`src/rtl/stopwatch_ctrl_if.sv`:
```
// Button-pulse / display bundle between the stopwatch controller and its neighbours.
// master drives the debounced pulses; slave is the controller producing the display.
interface stopwatch_ctrl_if;
  logic       START_STOP;
  logic       CLEAR;
  logic       LAP;
  logic [3:0] DISP0;
  logic [3:0] DISP1;
  logic [3:0] DISP2;
  logic [3:0] DISP3;
  logic       RUNNING;
  logic       TICK;
  logic       ROLLOVER;
  logic       LAP_ACTIVE;

  modport master (
    output START_STOP, CLEAR, LAP,
    input  DISP0, DISP1, DISP2, DISP3, RUNNING, TICK, ROLLOVER, LAP_ACTIVE
  );

  modport slave (
    input  START_STOP, CLEAR, LAP,
    output DISP0, DISP1, DISP2, DISP3, RUNNING, TICK, ROLLOVER, LAP_ACTIVE
  );
endinterface

```
`src/rtl/stopwatch_ctrl.sv`:
```
// Stopwatch sequencer: start/pause/clear FSM, tick prescaler and MM:SS BCD digit chain.
// Optional lap display freeze is built when STOPWATCH_LAP_EN is defined.
module stopwatch_ctrl #(
  parameter int unsigned TICK_DIV = 100000000,
  parameter int unsigned PRESC_W  = 27
) (
  input logic             CLK,
  input logic             RESET,
  stopwatch_ctrl_if.slave sw
);

  localparam int unsigned DIG_W = 4;

  typedef enum logic [1:0] {
    IDLE   = 2'd0,
    RUN    = 2'd1,
    PAUSED = 2'd2
  } state_t;

  state_t             state;
  logic [PRESC_W-1:0] presc;
  logic [PRESC_W-1:0] presc_nxt;
  logic [DIG_W-1:0]   d0, d1, d2, d3;
  logic [DIG_W-1:0]   d0_nxt, d1_nxt, d2_nxt, d3_nxt;
  logic [DIG_W-1:0]   disp0, disp1, disp2, disp3;
  logic               running;
  logic               tick;
  logic               rollover;
  logic               lap_active;
  logic               lap_nxt;

  logic               run_c;
  logic               clear_c;
  logic               tick_c;
  logic               rollover_c;
  logic               c1, c2, c3;

  // Prescaler, carry ripple and next digit values
  always_comb begin
    run_c      = (state == RUN);
    clear_c    = sw.CLEAR && (state == PAUSED);
    tick_c     = run_c && (presc == PRESC_W'(TICK_DIV - 1));
    c1         = (d0 == DIG_W'(9));
    c2         = c1 && (d1 == DIG_W'(5));
    c3         = c2 && (d2 == DIG_W'(9));
    rollover_c = tick_c && c3 && (d3 == DIG_W'(5));

    presc_nxt = presc;
    d0_nxt    = d0;
    d1_nxt    = d1;
    d2_nxt    = d2;
    d3_nxt    = d3;

    if (clear_c) begin
      presc_nxt = '0;
      d0_nxt    = '0;
      d1_nxt    = '0;
      d2_nxt    = '0;
      d3_nxt    = '0;
    end else if (tick_c) begin
      presc_nxt = '0;
      d0_nxt    = c1 ? '0 : d0 + DIG_W'(1);
      if (c1) d1_nxt = (d1 == DIG_W'(5)) ? '0 : d1 + DIG_W'(1);
      if (c2) d2_nxt = (d2 == DIG_W'(9)) ? '0 : d2 + DIG_W'(1);
      if (c3) d3_nxt = (d3 == DIG_W'(5)) ? '0 : d3 + DIG_W'(1);
    end else if (run_c) begin
      presc_nxt = presc + PRESC_W'(1);
    end
  end

`ifdef STOPWATCH_LAP_EN
  // LAP toggles the freeze only while running; elsewhere LAP or CLEAR releases it
  always_comb begin
    lap_nxt = lap_active;
    if (run_c) begin
      lap_nxt = lap_active ^ sw.LAP;
    end else if (sw.LAP || sw.CLEAR) begin
      lap_nxt = 1'b0;
    end
  end
`else
  logic lap_unused;
  assign lap_unused = sw.LAP;
  assign lap_nxt    = 1'b0;
`endif

  always_ff @(posedge CLK) begin
    if (RESET) begin
      state      <= IDLE;
      running    <= 1'b0;
      presc      <= '0;
      d0         <= '0;
      d1         <= '0;
      d2         <= '0;
      d3         <= '0;
      disp0      <= '0;
      disp1      <= '0;
      disp2      <= '0;
      disp3      <= '0;
      tick       <= 1'b0;
      rollover   <= 1'b0;
      lap_active <= 1'b0;
    end else begin
      // CLEAR beats START_STOP outside RUN; inside RUN only START_STOP matters
      case (state)
        IDLE: begin
          if (!sw.CLEAR && sw.START_STOP) begin
            state   <= RUN;
            running <= 1'b1;
          end
        end
        RUN: begin
          if (sw.START_STOP) begin
            state   <= PAUSED;
            running <= 1'b0;
          end
        end
        PAUSED: begin
          if (sw.CLEAR) begin
            state   <= IDLE;
          end else if (sw.START_STOP) begin
            state   <= RUN;
            running <= 1'b1;
          end
        end
        default: begin
          state   <= IDLE;
          running <= 1'b0;
        end
      endcase

      presc      <= presc_nxt;
      d0         <= d0_nxt;
      d1         <= d1_nxt;
      d2         <= d2_nxt;
      d3         <= d3_nxt;
      tick       <= tick_c;
      rollover   <= rollover_c;
      lap_active <= lap_nxt;

      // While frozen the display simply keeps what it was last showing
      if (!lap_nxt) begin
        disp0 <= d0_nxt;
        disp1 <= d1_nxt;
        disp2 <= d2_nxt;
        disp3 <= d3_nxt;
      end
    end
  end

  assign sw.DISP0      = disp0;
  assign sw.DISP1      = disp1;
  assign sw.DISP2      = disp2;
  assign sw.DISP3      = disp3;
  assign sw.RUNNING    = running;
  assign sw.TICK       = tick;
  assign sw.ROLLOVER   = rollover;
  assign sw.LAP_ACTIVE = lap_active;

endmodule
```
`src/flat_wrapper.sv`:
```
// flat-port wrapper written by rule: the top's interface ports become plain ports
module stopwatch_ctrl_flat 
#(
  parameter int unsigned TICK_DIV = 100000000,
  parameter int unsigned PRESC_W  = 27
)
  (CLK, RESET, sw_START_STOP, sw_CLEAR, sw_LAP, sw_DISP0, sw_DISP1, sw_DISP2, sw_DISP3, sw_RUNNING, sw_TICK, sw_ROLLOVER, sw_LAP_ACTIVE);
  stopwatch_ctrl_if sw_i ();
  input logic CLK;
  input logic RESET;
  input wire logic [$bits(sw_i.START_STOP)-1:0] sw_START_STOP;
  input wire logic [$bits(sw_i.CLEAR)-1:0] sw_CLEAR;
  input wire logic [$bits(sw_i.LAP)-1:0] sw_LAP;
  output wire logic [$bits(sw_i.DISP0)-1:0] sw_DISP0;
  output wire logic [$bits(sw_i.DISP1)-1:0] sw_DISP1;
  output wire logic [$bits(sw_i.DISP2)-1:0] sw_DISP2;
  output wire logic [$bits(sw_i.DISP3)-1:0] sw_DISP3;
  output wire logic [$bits(sw_i.RUNNING)-1:0] sw_RUNNING;
  output wire logic [$bits(sw_i.TICK)-1:0] sw_TICK;
  output wire logic [$bits(sw_i.ROLLOVER)-1:0] sw_ROLLOVER;
  output wire logic [$bits(sw_i.LAP_ACTIVE)-1:0] sw_LAP_ACTIVE;
  assign sw_i.START_STOP = sw_START_STOP;
  assign sw_i.CLEAR = sw_CLEAR;
  assign sw_i.LAP = sw_LAP;
  assign sw_DISP0 = sw_i.DISP0;
  assign sw_DISP1 = sw_i.DISP1;
  assign sw_DISP2 = sw_i.DISP2;
  assign sw_DISP3 = sw_i.DISP3;
  assign sw_RUNNING = sw_i.RUNNING;
  assign sw_TICK = sw_i.TICK;
  assign sw_ROLLOVER = sw_i.ROLLOVER;
  assign sw_LAP_ACTIVE = sw_i.LAP_ACTIVE;
  stopwatch_ctrl #(.TICK_DIV(TICK_DIV), .PRESC_W(PRESC_W)) u_core (.CLK(CLK), .RESET(RESET), .sw(sw_i));
endmodule
```
`config.mk`:
```
export PLATFORM = sky130hd
export DESIGN_NAME = stopwatch_ctrl_flat
export DESIGN_NICKNAME = d
export VERILOG_FILES = /design/src/rtl/stopwatch_ctrl_if.sv /design/src/rtl/stopwatch_ctrl.sv /design/src/flat_wrapper.sv
export SDC_FILE = /design/constraint.sdc
export NUM_CORES = 1
export LEC_CHECK = 0
export CELL_PAD_IN_SITES_DETAIL_PLACEMENT = 0
export CELL_PAD_IN_SITES_GLOBAL_PLACEMENT = 2
export CORE_MARGIN = 3
export CORE_UTILIZATION = 36
export DETAILED_ROUTE_END_ITERATION = 6
export PLACE_DENSITY = 0.88
export SETUP_SLACK_MARGIN = 0.2
export SLEW_MARGIN = 30
export SYNTH_ARGS = -nofsm -noshare
export SYNTH_HDL_FRONTEND = slang
export SYNTH_SLANG_ARGS = --single-unit
export TNS_END_PERCENT = 100
```
`constraint.sdc`:
```
create_clock -name CLK -period 3.34 [get_ports CLK]
set_clock_uncertainty 0.05 [all_clocks]
set_input_delay 0.835 -clock CLK [delete_from_list [all_inputs] [get_ports CLK]]
set_output_delay 0.835 -clock CLK [all_outputs]
set_load 0.03 [all_outputs]
```
==> flow_metrics.py <==
metrics = {
    "logic_synthesis": {
        "ys_seq_area_frac": 0.4181,
        "synth_fp_nets": 273,
        "ys_types": 45,
        "netlist_area_sq_um": 2298,
        "ys_warn_count": 0,
        "synth-seq-cells": 48,
        "netlist_instances": 267,
        "synth_edf_count": 0,
        "synthFlopType": "dfxtp_1",
        "avgSynthCellArea_sq_um": 8.608,
        "async_flop_share": 0,
    },
    "place": {
        "place_hpwl_mm": 3.263,
        "gp_congestion": 0.7533,
        "portBuffers": 22,
    },
    "sta": {
        "hold_viol": 0,
        "fmax_mhz": 419.9,
        "relSlewSlack": 0.5728,
        "finalCriticalPeriod_ns": 2.381,
        "setup-tns-final_ns": 0,
        "fin_crit_sh": 0.7130,
        "rsz0062_at_grt": "no",
        "finalSetupViolations": 0,
        "slew_viol_final": 0,
        "holdWs_ns": 0.4550,
        "tightest_slew_ns": 0.6350,
    },
    "pwr": {
        "power_leakage_nw": 0.8291,
        "p_clk_frac": 0.377,
        "max-vdd-ir-drop_uv": 224.5,
        "internal_power_mw": 0.7536,
        "combPwrFrac": 0.032,
        "power.density_nw_per_um2": 368.5,
        "switchingPower_mw": 0.2253,
        "switching_share": 0.2302,
        "p_seq_frac": 0.591,
    },
    "clock_tree": {
        "cts-root-buf": "clkbuf_8",
        "clkLatencyLatePin_ns": 0.30,
        "cts_tree": "built",
        "post_cts_buffers": 0,
        "cts-buffers-inserted": 5,
        "htree_levels": 2,
        "clk_pin_slew_worst_paths_ns": 0.08,
        "cts_buffer_depth": 2,
        "hold_buffers": 0,
        "cts_resized": 0,
        "cts_sinks": 48,
    },
    "floorplanning": {
        "die_y_um": 85.91,
        "design.core.area_sq_um": 6061,
        "dieArea_sq_um": 7380,
        "start_util": 0.3792,
        "die-width_um": 85.91,
        "placementRows": 28,
        "io_pins": 25,
    },
    "finish": {
        "nets": 292,
        "final_common_cell": "dfxtp_1",
        "drive_above_1_share": 0.05923,
        "mostFrequentLayoutCells": "dfxtp_1 (48), nor2_1 (45), xnor2_1 (22), clkdlybuf4s50_1 (22), nand2_1 (18)",
        "n_antenna_cell": 0,
        "syn_to_final_growth_pct": 15.57,
    },
    "grt": {
        "grt_max_degree": 28,
        "antenna_found_initial": 0,
        "grt_overflow_total": 0,
        "globalRouteTotalUtil": 0.1319,
        "grt_pass1_wl_mm": 7.859,
        "grt_pass1_vias": 1659,
    },
    "route": {
        "ant_nets": 0,
        "dr.pass1.iters": 4,
        "via_per_inst": 5.157,
        "drt_iter0_drc": 52,
        "routed_wl_mm": 4.620,
        "drc_errors": 0,
        "routedWlPerCell_um": 12.76,
        "dr_total_vias": 1867,
    },
    "setup_path": {
        "path_cells": "clkdlybuf4s50_1",
        "critPathCaptureType": "primary output",
        "crit_cells": 1,
        "reg2reg_depth": 5,
        "startpoint_type": "flop",
        "critPathLaunch": "u_core.d0[1]",
        "critical_path_buf_inv_count": 1,
        "r2r-start": "u_core.state[0]",
        "cp_max_fo": 9,
        "cp.arrival_ns": 1.50,
        "cp_slowest_stage_delay_ns": 0.72,
        "crit_type": "flop to primary output",
        "critical_path.slowest_cell": "clkdlybuf4s50_1",
        "cpLargestDelayFamily": "buffers and inverters",
        "crit_required_ns": 2.45,
    },
    "min_path": {
        "hold_class": "flop to flop",
        "worstHoldStart": "u_core.presc[25]",
        "worstHoldPathCells": 2,
    },
    "run_status": {
        "status": "complete, no violations",
    },
    "run": {
        "max-cap-violations": 0,
    },
}
worst paths after layout:
path	slack (ns)	end
max	0.96	sw_DISP0[1]
min	0.46	u_core.presc[25]
max reg2reg	0.97	u_core.presc[25]
min reg2reg	0.46	u_core.presc[25]
area by class of cell:
cell class / instances / area [sq um]
fill: 624 / 3405
multi-input combinational: 202 / 1257
sequential: 48 / 960.9
timing repair buffer: 22 / 220.2
tap: 75 / 93.84
clock buffer: 6 / 82.58
inverter: 7 / 26.28
clock inverter: 2 / 15.01
per-layer routing:
layer	global-route usage	vias to the layer above	wire [um]
met1	0.1884	861	2407
met2	0.1948	24	2023
li1	-	978	-
met4	0.04317	0	44
met3	0.03170	4	144
met5	0	-	0
cell families after synthesis:
| logic type | after synthesis | share of synthesized area |
|---|---|---|
| XOR/XNOR | 29 | 0.1105 |
| adder cells (fa/ha/maj) | 1 | 0.005443 |
| other | 1 | 0.001632 |
| AND/OR/NAND/NOR | 138 | 0.3331 |
| buffers and inverters | 17 | 0.03484 |
| multiplexers | 7 | 0.03049 |
| flip-flops | 48 | 0.4181 |
| AO/OA/AOI/OAI | 26 | 0.06587 |
worst reg2reg max path, delay by kind of cell, from the launching register on:
kind               cells  cell delay [ns]
and+or+nand+nor        4             1.72
DFF                    1             0.39
AOI/OAI and AO/OA      1             0.14
synthesized netlist by cell type (all sizes together) (2+ instances only):
library cell  number  area, sq um
dfxtp             48        960.9
xnor2             22        192.7
xor2               7        61.31
nor4               9        56.30
buf                9        50.05
nand4             12        81.33
and4bb             2        25.02
nor2b              2        12.51
nor3               8        40.04
nor2              45        168.9
nor4bb             2        20.02
mux2i              7        70.07
nand2             19        73.82
o31ai              2        15.01
and2               4        25.02
a31oi              2        12.51
and4               7        65.06
or3                5        32.53
a21oi             10        50.05
nand3             12        72.57
or4                2        18.77
nand3b             3        22.52
inv                7        26.28
a41oi              2        17.52
nand2b             2        12.51
o21ai              8        40.04
per-stage QoR:
step | setup slack, ns | power (mW) | cell area, sq um | instances | util
final | 0.9586 | 0.9789 | 2656 | 362 | 0.4383
after global routing | 0.7944 | 1.016 | 2656 | 362 | 0.4383
after CTS | 0.9388 | 0.9918 | 2656 | 362 | 0.4383
after detailed placement | 0.9599 | 0.6236 | 2559 | 354 | 0.4222
after global placement | 0.9619 | 0.6234 | 2559 | 354 | 0.4222
after floorplan | 1.313 | 0.6134 | 2298 | 267 | -
flip-flops by register name, indices dropped and copies added (netlist names):
register	count
u_core.sw.TICK	1
u_core.sw.ROLLOVER	1
u_core.d3	4
u_core.presc	27
u_core.d0	4
u_core.d1	4
u_core.state	2
u_core.sw.RUNNING	1
u_core.d2	4
power by group through the flow:
stage	combinational [mW]	clock, mW	sequential, mW
floorplan	0.0207	0	0.593
global placement	0.0318	0	0.592
detailed placement	0.0319	0	0.592
CTS	0.0319	0.382	0.578
global route	0.0354	0.401	0.579
finish	0.0313	0.369	0.578
(Power assumes the default switching activity.)
